**src/rtl/sodor_mem_arbiter.sv**
```systemverilog
// Shares one memory port between imem (fetch) and dmem (load/store) requesters.
// One transaction in flight; dmem preferred, with a streak limit that lets imem through.
module sodor_mem_arbiter #(
    parameter int ADDR_W     = 32,
    parameter int DATA_W     = 32,
    parameter int MAX_STREAK = 4
) (
    input  logic                clock,
    input  logic                reset,

    input  logic                imem_req_valid,
    input  logic [ADDR_W-1:0]   imem_req_addr,
    output logic                imem_req_ready,
    output logic                imem_resp_valid,
    output logic [DATA_W-1:0]   imem_resp_data,

    input  logic                dmem_req_valid,
    input  logic [ADDR_W-1:0]   dmem_req_addr,
    input  logic                dmem_req_wr,
    input  logic [DATA_W-1:0]   dmem_req_wdata,
    input  logic [DATA_W/8-1:0] dmem_req_wstrb,
    output logic                dmem_req_ready,
    output logic                dmem_resp_valid,
    output logic [DATA_W-1:0]   dmem_resp_data,

    output logic                mem_req_valid,
    input  logic                mem_req_ready,
    output logic [ADDR_W-1:0]   mem_req_addr,
    output logic                mem_req_wr,
    output logic [DATA_W-1:0]   mem_req_wdata,
    output logic [DATA_W/8-1:0] mem_req_wstrb,
    input  logic                mem_resp_valid,
    input  logic [DATA_W-1:0]   mem_resp_data,

    output logic                busy,
    output logic                owner,
    output logic                resp_err
);

    localparam int STRB_W = DATA_W / 8;
    localparam logic [3:0] STREAK_MAX = 4'(MAX_STREAK);

    typedef enum logic [1:0] {IDLE, ISSUE, WAIT, RESP} state_t;

    state_t              state_q;
    logic [3:0]          streak_q;
    logic                owner_q;
    logic                mem_req_valid_q;
    logic [ADDR_W-1:0]   addr_q;
    logic                wr_q;
    logic [DATA_W-1:0]   wdata_q;
    logic [STRB_W-1:0]   wstrb_q;
    logic                imem_resp_valid_q;
    logic [DATA_W-1:0]   imem_resp_data_q;
    logic                dmem_resp_valid_q;
    logic [DATA_W-1:0]   dmem_resp_data_q;
    logic                resp_err_q;

    logic                grant_imem;
    logic                grant_dmem;

    // Grants are gated by reset so no ready leaks out while reset is held.
    always_comb begin
        grant_imem = 1'b0;
        grant_dmem = 1'b0;
        if (reset && (state_q == IDLE)) begin
            if (dmem_req_valid && !(imem_req_valid && (streak_q == STREAK_MAX))) begin
                grant_dmem = 1'b1;
            end else if (imem_req_valid) begin
                grant_imem = 1'b1;
            end
        end
    end

    always_ff @(posedge clock or negedge reset) begin
        if (!reset) begin
            state_q           <= IDLE;
            streak_q          <= '0;
            owner_q           <= 1'b0;
            mem_req_valid_q   <= 1'b0;
            addr_q            <= '0;
            wr_q              <= 1'b0;
            wdata_q           <= '0;
            wstrb_q           <= '0;
            imem_resp_valid_q <= 1'b0;
            imem_resp_data_q  <= '0;
            dmem_resp_valid_q <= 1'b0;
            dmem_resp_data_q  <= '0;
            resp_err_q        <= 1'b0;
        end else begin
            imem_resp_valid_q <= 1'b0;
            imem_resp_data_q  <= '0;
            dmem_resp_valid_q <= 1'b0;
            dmem_resp_data_q  <= '0;

            if (mem_resp_valid && (state_q != WAIT)) begin
                resp_err_q <= 1'b1;
            end

            case (state_q)
                IDLE: begin
                    if (grant_dmem) begin
                        addr_q  <= dmem_req_addr;
                        wr_q    <= dmem_req_wr;
                        wdata_q <= dmem_req_wdata;
                        wstrb_q <= dmem_req_wr ? dmem_req_wstrb : '0;
                        owner_q <= 1'b1;
                        // Streak only grows while imem is actually being held off.
                        if (imem_req_valid) begin
                            streak_q <= (streak_q == STREAK_MAX) ? STREAK_MAX : streak_q + 4'd1;
                        end else begin
                            streak_q <= '0;
                        end
                    end else if (grant_imem) begin
                        addr_q   <= imem_req_addr;
                        wr_q     <= 1'b0;
                        wdata_q  <= '0;
                        wstrb_q  <= '0;
                        owner_q  <= 1'b0;
                        streak_q <= '0;
                    end
                    if (grant_dmem || grant_imem) begin
                        state_q         <= ISSUE;
                        mem_req_valid_q <= 1'b1;
                    end
                end
                ISSUE: begin
                    if (mem_req_ready) begin
                        state_q         <= WAIT;
                        mem_req_valid_q <= 1'b0;
                    end
                end
                WAIT: begin
                    if (mem_resp_valid) begin
                        state_q <= RESP;
                        if (owner_q) begin
                            dmem_resp_valid_q <= 1'b1;
                            dmem_resp_data_q  <= wr_q ? '0 : mem_resp_data;
                        end else begin
                            imem_resp_valid_q <= 1'b1;
                            imem_resp_data_q  <= mem_resp_data;
                        end
                    end
                end
                RESP: begin
                    state_q <= IDLE;
                end
                default: begin
                    state_q <= IDLE;
                end
            endcase
        end
    end

    assign imem_req_ready  = grant_imem;
    assign dmem_req_ready  = grant_dmem;
    assign imem_resp_valid = imem_resp_valid_q;
    assign imem_resp_data  = imem_resp_data_q;
    assign dmem_resp_valid = dmem_resp_valid_q;
    assign dmem_resp_data  = dmem_resp_data_q;
    assign mem_req_valid   = mem_req_valid_q;
    assign mem_req_addr    = addr_q;
    assign mem_req_wr      = wr_q;
    assign mem_req_wdata   = wdata_q;
    assign mem_req_wstrb   = wstrb_q;
    assign busy            = (state_q != IDLE);
    assign owner           = owner_q;
    assign resp_err        = resp_err_q;

endmodule

```
**config.mk**
```make
export PLATFORM = sky130hd
export DESIGN_NAME = sodor_mem_arbiter
export DESIGN_NICKNAME = d
export VERILOG_FILES = /design/src/rtl/sodor_mem_arbiter.sv
export SDC_FILE = /design/constraint.sdc
export NUM_CORES = 1
export LEC_CHECK = 0
export ABC_CLOCK_PERIOD_IN_PS = 3260
export CAP_MARGIN = 20
export CORE_MARGIN = 10
export CORE_UTILIZATION = 44
export DETAILED_ROUTE_END_ITERATION = 8
export PLACE_DENSITY = 0.93
export REMOVE_ABC_BUFFERS = 1
export SLEW_MARGIN = 40
export SYNTH_ARGS = -nofsm -noshare
export SYNTH_HDL_FRONTEND = slang
export SYNTH_SLANG_ARGS = --single-unit
```
**constraint.sdc**
```tcl
create_clock -name clock -period 3.26 [get_ports clock]
set_input_delay 0.652 -clock clock [delete_from_list [all_inputs] [get_ports clock]]
set_output_delay 0.652 -clock clock [all_outputs]
set_load 0.01 [all_outputs]
```
; After elaboration in Yosys (flattened, before gate mapping)
; Cells that the tools add are included.
[totals]
regBits = 144
inputBits = 139
out_inout_bits = 141
[classes]
eq_ne = 8
n_mux = 38
addsub = 1
reduce_logical = 13
[ops]
columns = operator, count
row1 = two-way mux 32 bit, 11
row2 = two-way mux 4 bit, 6
row3 = two-way mux 1 bit, 16
row4 = case mux 2 bit (4 select lines), 1
row5 = two-way mux 2 bit, 3
row6 = "inequality test 2 bit, second input constant", 3
row7 = AND reduction 3 bit, 2
row8 = nonzero test 2 bit, 3
row9 = "adder 4 x 1 -> 4 bit, second input constant", 1
row10 = "== test 2 bit, second input constant", 2
row11 = "== test 4 x 3 -> 1 bit, second input constant", 1
row12 = logical AND 1 bit, 4
row13 = "== test 2 x 1 -> 1 bit, second input constant", 1
row14 = zero test 2 bit, 1
row15 = "inequality test 2 x 1 -> 1 bit, second input constant", 1
row16 = case mux 1 bit (2 select lines), 1
row17 = AND reduction 2 bit, 1
row18 = zero test 1 bit, 1
row19 = logical OR 1 bit, 1

; Longest topological paths before layout
[logic_depth]
depth_word = 9
depth_mapped = 7
mapped_depth_nobuf = 5

; Worst setup path before layout
; No wires, ideal clock.
[synth_path]
kind = input to output
from = in imem_req_valid
to = out imem_req_ready
setup_slack_ns = 1.120
arrival_time_ns = 1.488
stages = 5
cell_sequence = buf_6 -> and4b_4 -> nor2_4 -> buf_4 -> nor2_1
[synth_via]
elab_chain_len = 5
elab_cells_between_ends = 6
classes_between = 3 x mux / 3 x reduce/logical
[synth_lines]
columns = element, line
row1 = "start, declared", 11  ; input logic imem_req_valid,
row2 = logical AND 1 bit, 67  ; if (dmem_req_valid && !(imem_req_valid && (streak_q == STREAK_MAX))) begin
row3 = zero test 1 bit, 67
row4 = logical AND 1 bit, 67
row5 = two-way mux 1 bit *, 67
row6 = two-way mux 1 bit *, 66  ; if (reset && (state_q == IDLE)) begin
row7 = "end, declared", 13  ; output logic imem_req_ready,
; Mark *: on every way between the ends. The rest lies on a longest branch, timed or not.

; Worst setup path after layout
[layout_path]
from = reg state_q[0]
to = out imem_req_ready
[layout_via]
elab_chain_len = 3
[layout_lines]
columns = element, line
row1 = "start, declared", 45  ; state_t state_q;
row2 = "start signal, assigned", 77  ; state_q <= IDLE;
row3 = "start signal, assigned", 123  ; state_q <= ISSUE;
row4 = "start signal, assigned", 129  ; state_q <= WAIT;
row5 = zero test 2 bit, 66
row6 = logical AND 1 bit, 66
row7 = two-way mux 1 bit, 66
; Every way passes these cells.

==> flow_metrics.py <==
metrics = {
    "synthesis": {
        "synth_edf_count": 0,
        "synth.distinct_cells": 35,
        "netlist_area_um2": 5740,
        "synth_simple_gate_area_frac": 0.155,
        "syn_area_per_cell_um2": 12.6,
        "synth-seq-cells": 144,
        "synth_cells": 457,
        "ys.flop_type": "dfrtp_1",
        "yosysWarnings": 0,
        "synthXorXnorAreaFrac": 0,
        "synth_compound_area_frac": 0.159,
        "synthAdderAreaFrac": 0.0131,
        "yosysSeqAreaShare": 0.628,
        "synthMuxAreaShare": 0.00567,
        "synth_top_family_by_area": "compound AO/OA/AOI/OAI gates",
        "synthArstFlopShare": 1.00,
    },
    "placed_design": {
        "hpwl_mm": 14.0,
        "gp_congestion": 0.817,
        "place_ws_ns": 0.423,
        "dp.cells": 886,
        "portBuffers": 279,
    },
    "routing": {
        "routed-via-count": 4717,
        "drt_wl_total_mm": 19.0,
        "drt_iter0_markers": 192,
        "dr.pass1.iters": 4,
        "drc": 0,
        "viasPerCell": 5.14,
        "routedWlPerCell_um": 20.7,
        "ant_nets": 0,
    },
    "run_status": {
        "run_status": "completed",
    },
    "setup_path": {
        "path_class": "flop to output port",
        "crit_end": "imem_req_ready",
        "r2r_end": "mem_req_addr[19]",
        "r2r_slack_ns": 1.25,
        "critPathRequiredTime_ns": 2.61,
        "worstPathArrival_ns": 2.30,
        "critPathLaunch": "state_q[0]",
        "crit_path_start_kind": "flop",
        "cp_max_fo": 8,
        "r2r-start": "state_q[0]",
        "end_kind": "output port",
        "reg2reg_depth": 6,
    },
    "timing": {
        "drv_slew": 0,
        "clock.fmax_mhz": 339,
        "finalSetupTns_ns": 0,
        "rsz0062_at_grt": "false",
        "worst_pin_slew_ns": 0.737,
        "final_hold_viol_count": 0,
        "period_share": 0.905,
        "setup_viol": 0,
        "relSlewSlack": 0.508,
        "fin_ws_ns": 0.311,
        "skew_ns": 0.00724,
        "fin_crit_ns": 2.95,
    },
    "finish": {
        "fin_nets": 878,
        "ff_latch_area_um2": 3600,
        "drive_above_1_share": 0.106,
        "final_cell_count_no_fill": 918,
        "diodes": 0,
        "multi_input_area_um2": 1920,
        "fillerInstances": 853,
        "area_growth_pct": 61.7,
    },
    "run": {
        "drv_cap": 0,
    },
    "clocking": {
        "cts_tree": "built",
        "cts_setup_buffers": 0,
        "clock_sinks": 144,
        "ctsHoldBuffers": 0,
        "post_cts_resized": 0,
        "h-tree-depth": 4,
        "root_buffer": "clkbuf_16",
        "cts.clk_slew.worst_paths_ns": 0.06,
        "cts_buffer_depth": 2,
        "cts_made_buffers": 17,
        "clk_latency_ns": 0.41,
    },
    "die": {
        "io_pins": 280,
        "dieArea_um2": 18000,
        "die_y_um": 134,
        "rows": 41,
        "die_w_um": 134,
        "start_util": 0.451,
        "core_area_um2": 12700,
    },
    "grt": {
        "gr-total-overflow": 0,
        "gr-usage-met2": 0.371,
        "grt_util_met3": 0.0990,
        "met1_usage": 0.214,
        "grt_usage": 0.210,
        "grt.busiest_layer": "met2",
        "grt_pass1_vias": 5268,
        "antenna_found_initial": 0,
        "grt_pass1_wl_mm": 29.7,
        "grt_max_degree": 74,
    },
    "min_path": {
        "hp-class": "input pin to async pin",
    },
    "pwr": {
        "peakVddDrop_mv": 0.596,
        "power.density_cell_area_nw_per_um2": 821,
        "p_leak_nw": 4.15,
        "power_mw": 7.62,
    },
}
==> sequential cells by signal, indices dropped and copies added, names as in the netlist, 2 cells and up <==
| signal | flops |
|---|---|
| streak_q | 4 |
| mem_req_addr | 32 |
| mem_req_wdata | 32 |
| mem_req_wstrb | 4 |
| dmem_resp_data | 32 |
| state_q | 2 |
| imem_resp_data | 32 |
==> final cells by class <==
cell class,count,area share
inverter,9,0.00364
multi-input combinational,272,0.207
tap,172,0.0232
clock inverter,11,0.0191
clock buffer,21,0.0496
timing repair buffer,289,0.310
sequential,144,0.388
==> kinds of logic after synthesis <==
logic type                 count (synthesis)
AOI/OAI and AO/OA                         83
adders and majority gates                  6
buffers and inverters                     41
DFF                                      144
muxes                                      3
and+or+nand+nor                          180
==> per-stage QoR <==
step	area [µm²]	hold slack, ns	utilization
final	9280	0.0711	0.729
after floorplan	5550	0.356	-
after detailed placement	8640	0.481	0.679
after global placement	8640	0.463	0.679
after CTS	9280	0.0510	0.729
after global routing	9280	0.0589	0.729
==> critical path, cell delays in order, from the launching register on <==
cell	delay [ns]
dfrtp_1	0.39
inv_1	0.12
ha_1	0.37
and2_1	0.25
nand2_1	0.09
nor2_1	0.11
clkdlybuf4s50_1	0.57
==> cell usage in the layout (no fill, tap or decap), types with 4 or more instances in the layout <==
master	instances
bufinv_16	4
nor2_1	100
clkdlybuf4s50_1	278
and2_1	65
a221oi_2	30
buf_4	9
clkbuf_16	17
ha_1	6
dfrtp_1	144
inv_1	9
a22o_1	34
a32o_1	6
==> where the power goes <==
part	total [mW]	leakage [nW]	switching, mW	internal, mW
logic	2.88	2.00	1.30	1.58
registers	2.66	1.85	0.324	2.34
clock network	2.07	0.301	0.743	1.33
total	7.62	4.15	2.37	5.25
==> layer usage <==
metal / vias up / share of wire / routed length [µm]
li1: 2141 / - / -
met1: 2334 / 0.35 / 6610
met2: 218 / 0.53 / 10000
met3: 24 / 0.11 / 2010
met4: 0 / 0.020 / 374
met5: - / 0 / 0
==> cells in the mapped netlist (2+ instances only) <==
library cell,count,share of area
buf_4,7,0.0092
inv_1,9,0.0059
ha_1,6,0.013
clkbuf_1,9,0.0059
a32o_1,6,0.010
dfrtp_1,144,0.63
nand3_1,3,0.0026
a22o_1,34,0.052
mux2_2,2,0.0039
a221oi_1,2,0.0031
a221oi_2,30,0.078
nor2_1,100,0.065
buf_6,4,0.0078
and2_1,65,0.071
buf_2,12,0.010
nor2b_1,2,0.0022
o22ai_1,2,0.0022
nand2_1,3,0.0020
==> worst min-delay path by stage <==
stage / start / slack (ns) / to / cells past startpoint
detailed placement: mem_req_wdata[16] / 0.48 / mem_req_wdata[16] / 1
finish: reset / 0.07 / owner / 1
global route: reset / 0.06 / dmem_resp_valid / 1
global placement: resp_err / 0.46 / resp_err / 1
floorplan: reset / 0.36 / dmem_resp_data[0] / 0
CTS: reset / 0.05 / dmem_resp_valid / 1
Note: power is estimated with default switching activity, not from simulation.
==> patch 1, RTL diff (same flow settings) <==
The 4 states of `state_t` get a one-hot encoding in 4 bits.
--- a/src/rtl/sodor_mem_arbiter.sv
+++ b/src/rtl/sodor_mem_arbiter.sv
@@ -40,7 +40,7 @@
     localparam int STRB_W = DATA_W / 8;
     localparam logic [3:0] STREAK_MAX = 4'(MAX_STREAK);
 
-    typedef enum logic [1:0] {IDLE, ISSUE, WAIT, RESP} state_t;
+    typedef enum logic [3:0] {IDLE = 4'b0001, ISSUE = 4'b0010, WAIT = 4'b0100, RESP = 4'b1000} state_t;
 
     state_t              state_q;
     logic [3:0]          streak_q;
Function: no difference found for any inputs over 4 cycles, from zero or initial values and one cycle with reset low; so few cycles prove little.
==> patch 1 against the original RTL <==
Setup slack got worse by 0.044 ns. Synthesized area fell by 6.1%. Wire length rose by 3.1%. Synthesized cell count fell by 14%. Register-to-register slack got worse by 0.33 ns. Final area fell by 3.3%. Sequential cell count rose by 2. Hold slack improved by 0.041 ns. Critical path type unchanged. Total power fell by 6.4%. Critical path depth fell by 2. Combinational power fell by 16%. Highest routed layer unchanged. Largest power group is now registers.
==> patch 1: results (changes against the original RTL) <==
metric,value,unit,change
pg_comb,2.43,mW,-16%
dpl_worst_slack,0.437,ns,+0.0135 ns
vias,4420,,-6.3%
synthTopCellsByArea,"dfrtp_1, a22o_1, and2_1",,
yosysSeqAreaShare,67.8,%,+5.0 points
drtIter0Drc,263,,+37%
leakage,4.25,nW,+2.4%
switching_share,29.1,%,-2.0 points
wl_met1,6.57,mm,-0.64%
grt_max_degree,72,,-2.7%
synth.top_cells.by_count,"dfrtp_1, a22o_1, and2_1",,
irDropWorstVdd,0.000415,V,-30%
use_met2,39.4,%,+2.4 points
clk_pin_slew,0.06,ns,about the same
fin_cells,832,,-9.4%
fin_crit,2.99,ns,+0.0438 ns
grt_usage,23.0,%,+2.0 points
dp_hpwl,14.5,mm,+3.1%
dr_wl_met2,9.82,mm,-1.8%
placed_cells,798,,-9.9%
status,"finished, final reports clean",,
cts_max_level,4,,unchanged
firstDrtPassIters,5,,+1
placed_area,8310,um2,-3.8%
grtUsageMet3,12.4,%,+2.5 points
wl_per_cell,23.5,um,+14%
internal_power,5.05,mW,-3.8%
drive_gt1_share,7.01,%,-3.6 points
grt_pass1_wl,29.2,mm,-1.5%
max-slew-margin-rel,48.3,%,-2.5 points
grt_pass1_vias,5017,,-4.8%
use_met1,22.9,%,+1.5 points
dr.max_layer_used,met4,,
gp_congestion,0.878,,+7.5%
synthCells,391,,-14%
wl_met3,2.68,mm,+34%
final_nets,813,,-7.4%
final.setup_skew,0.00682,ns,-0.000419 ns
worst_ep_arrival_time,2.34,ns,+0.04 ns
synth_cell_types,34,,-2.9%
power.clock.fraction,29.5,%,+2.3 points
==> patch 1: changes by cell type after synthesis, sizes merged, moves of 3 or more <==
| cell | change |
|---|---|
| ha | -4 |
| a22o | +33 |
| nor3 | +3 |
| a221oi | -32 |
| buf | -7 |
| nor2 | -96 |
| a21o | +31 |
==> patch 1: final cells by class <==
class | count | area (um2)
Clock buffer | 18 | 429
Fill cell | 741 | 3040
Tap cell | 147 | 184
Sequential cell | 146 | 3650
Timing Repair Buffer | 289 | 2870
Multi-Input combinational cell | 210 | 1590
Inverter | 8 | 30.0
Clock inverter | 14 | 213
==> patch 1: cell families after synthesis <==
logic type,after synthesis,share of synthesized area (%)
compound gates,119,18.4
fa+ha+maj,2,0.464
buf+inv,35,2.86
flops,146,67.8
simple gates,89,10.4
==> patch 1: repair_timing <==
| action | in CTS | in global routing |
|---|---|---|
| hold buffers | 0 | 0 |
| endpoints found under the setup margin | 0 | 1 |
| setup buffers | 0 | 2 |
==> patch 1: critical path, stage by stage, from the launching register on <==
cell	delay (ns)
dfstp_2	0.61
nor4b_4	0.29
nand3_1	0.22
a21oi_2	0.18
clkdlybuf4s50_1	0.63
==> patch 1: path summary, 6_finish.rpt <==
| check | slack (ns) | end | from | cells after the start |
|---|---|---|---|---|
| min in group clock | 0.48 | resp_err | resp_err | 1 |
| setup / recovery | 0.27 | imem_req_ready | state_q[0] | 4 |
| max in group asynchronous | 1.61 | dmem_resp_data[19] | reset | 3 |
| hold reg to reg | 0.48 | resp_err | resp_err | 1 |
| hold / removal | 0.11 | mem_req_wdata[12] | reset | 1 |
| setup reg to reg | 0.92 | mem_req_addr[25] | state_q[0] | 6 |
==> patch 2, RTL diff (same flow settings) <==
Made on the original files. The parameter `ADDR_W` goes from 32 to 64.
--- a/src/rtl/sodor_mem_arbiter.sv
+++ b/src/rtl/sodor_mem_arbiter.sv
@@ -1,7 +1,7 @@
 // Shares one memory port between imem (fetch) and dmem (load/store) requesters.
 // One transaction in flight; dmem preferred, with a streak limit that lets imem through.
 module sodor_mem_arbiter #(
-    parameter int ADDR_W     = 32,
+    parameter int ADDR_W     = 64,
     parameter int DATA_W     = 32,
     parameter int MAX_STREAK = 4
 ) (
Interface: changed (resized dmem_req_addr, imem_req_addr and mem_req_addr); port bits go from 280 to 376. The function was not compared with the original's and may differ.
==> patch 2 against the original RTL <==
Cell count grew 34%. Setup slack worse by 0.022 ns. Global-route usage rose by 2.4 points. Final area grew 29%. Synthesized area increased by 30%. Maximum frequency is 0.75% lower. Total power is 22% higher. Wire length increased by 42%. Via count is 35% higher. Sequential cell count rose by 32. Synthesized cell count increased by 39%. Largest cell class unchanged. Largest power group unchanged.
==> patch 2: results (changes against the original RTL) <==
metric,value,unit,change
synth-compound-area-share,18.4,%,+2.6 points
grtUsageMet3,9.96,%,+0.068 points
synthTopCellsByArea,"dfrtp_1, a221oi_2, nor2_1",,
dr.max_layer_used,met5,,
gp_congestion,0.826,,+1.2%
placed_area,11400,um2,+31%
irDropWorstVdd,0.000493,V,-17%
grt_pass1_vias,7036,,+34%
drtIter0Drc,370,,+93%
grt_pass1_wl,40.6,mm,+37%
synth.top_cells.by_count,"nor2_1, dfrtp_1, and2_1",,
dpl_worst_slack,0.345,ns,-0.0780 ns
synthAdderAreaFrac,1.01,%,-0.30 points
max-slew-margin-rel,60.5,%,+9.6 points
clock_latency,0.43,ns,+0.02 ns
use_met2,40.0,%,+2.9 points
worst_ep_arrival_time,2.32,ns,+0.02 ns
r2r-start,streak_q[0],,
power.clock.fraction,21.6,%,-5.6 points
power_frac_seq,35.5,%,+0.5 points
p_clk,2.01,mW,-3%
status,"finished, final reports clean",,
wl_met1,9.70,mm,+47%
fin_cells,1226,,+34%
synth_cell_types,33,,-5.7%
final.setup_skew,0.0190,ns,+0.0118 ns
leakage,5.25,nW,+26%
drt-vias-per-instance,5.18,,+0.83%
antenna_found_initial,1,,+1
grt_usage,23.4,%,+2.4 points
dr_wl_met2,13.6,mm,+36%
yosysSeqAreaShare,59.2,%,-3.6 points
drive_gt1_share,11.6,%,+1.0 points
port_buffers,375,,+34%
synth_mux_area_share,0.437,%,-0.13 points
==> patch 2: cell count changes in the layout (fill, tap and decap cells not counted), moves of 2 or more <==
cell	delta
nor2_1	+97
clkdlybuf4s50_1	+96
dfrtp_1	+32
a221oi_2	+30
clkinv_8	+5
buf_12	+4
bufinv_16	-4
inv_8	+3
a221oi_1	+2
clkbuf_1	-2
clkbuf_8	-2
clkinv_4	-2
==> patch 2: layout make-up <==
cell class | count | area [um2]
clock buffer | 17 | 425
sequential | 176 | 4400
timing repair buffer | 389 | 3930
inverter | 9 | 33.8
fill | 1097 | 4600
multi-input combinational | 400 | 2750
tap | 220 | 275
clock inverter | 15 | 169
==> patch 2: worst paths after layout <==
path                               endpoint  slack (ns)  cells past startpoint
hold / removal                  streak_q[1]        0.13                      1
min in group clock                 resp_err        0.48                      1
hold reg to reg                    resp_err        0.48                      1
setup reg to reg           mem_req_addr[14]        0.89                      7
setup / recovery             imem_req_ready        0.29                      6
max in group asynchronous  mem_req_addr[29]        2.02                      3
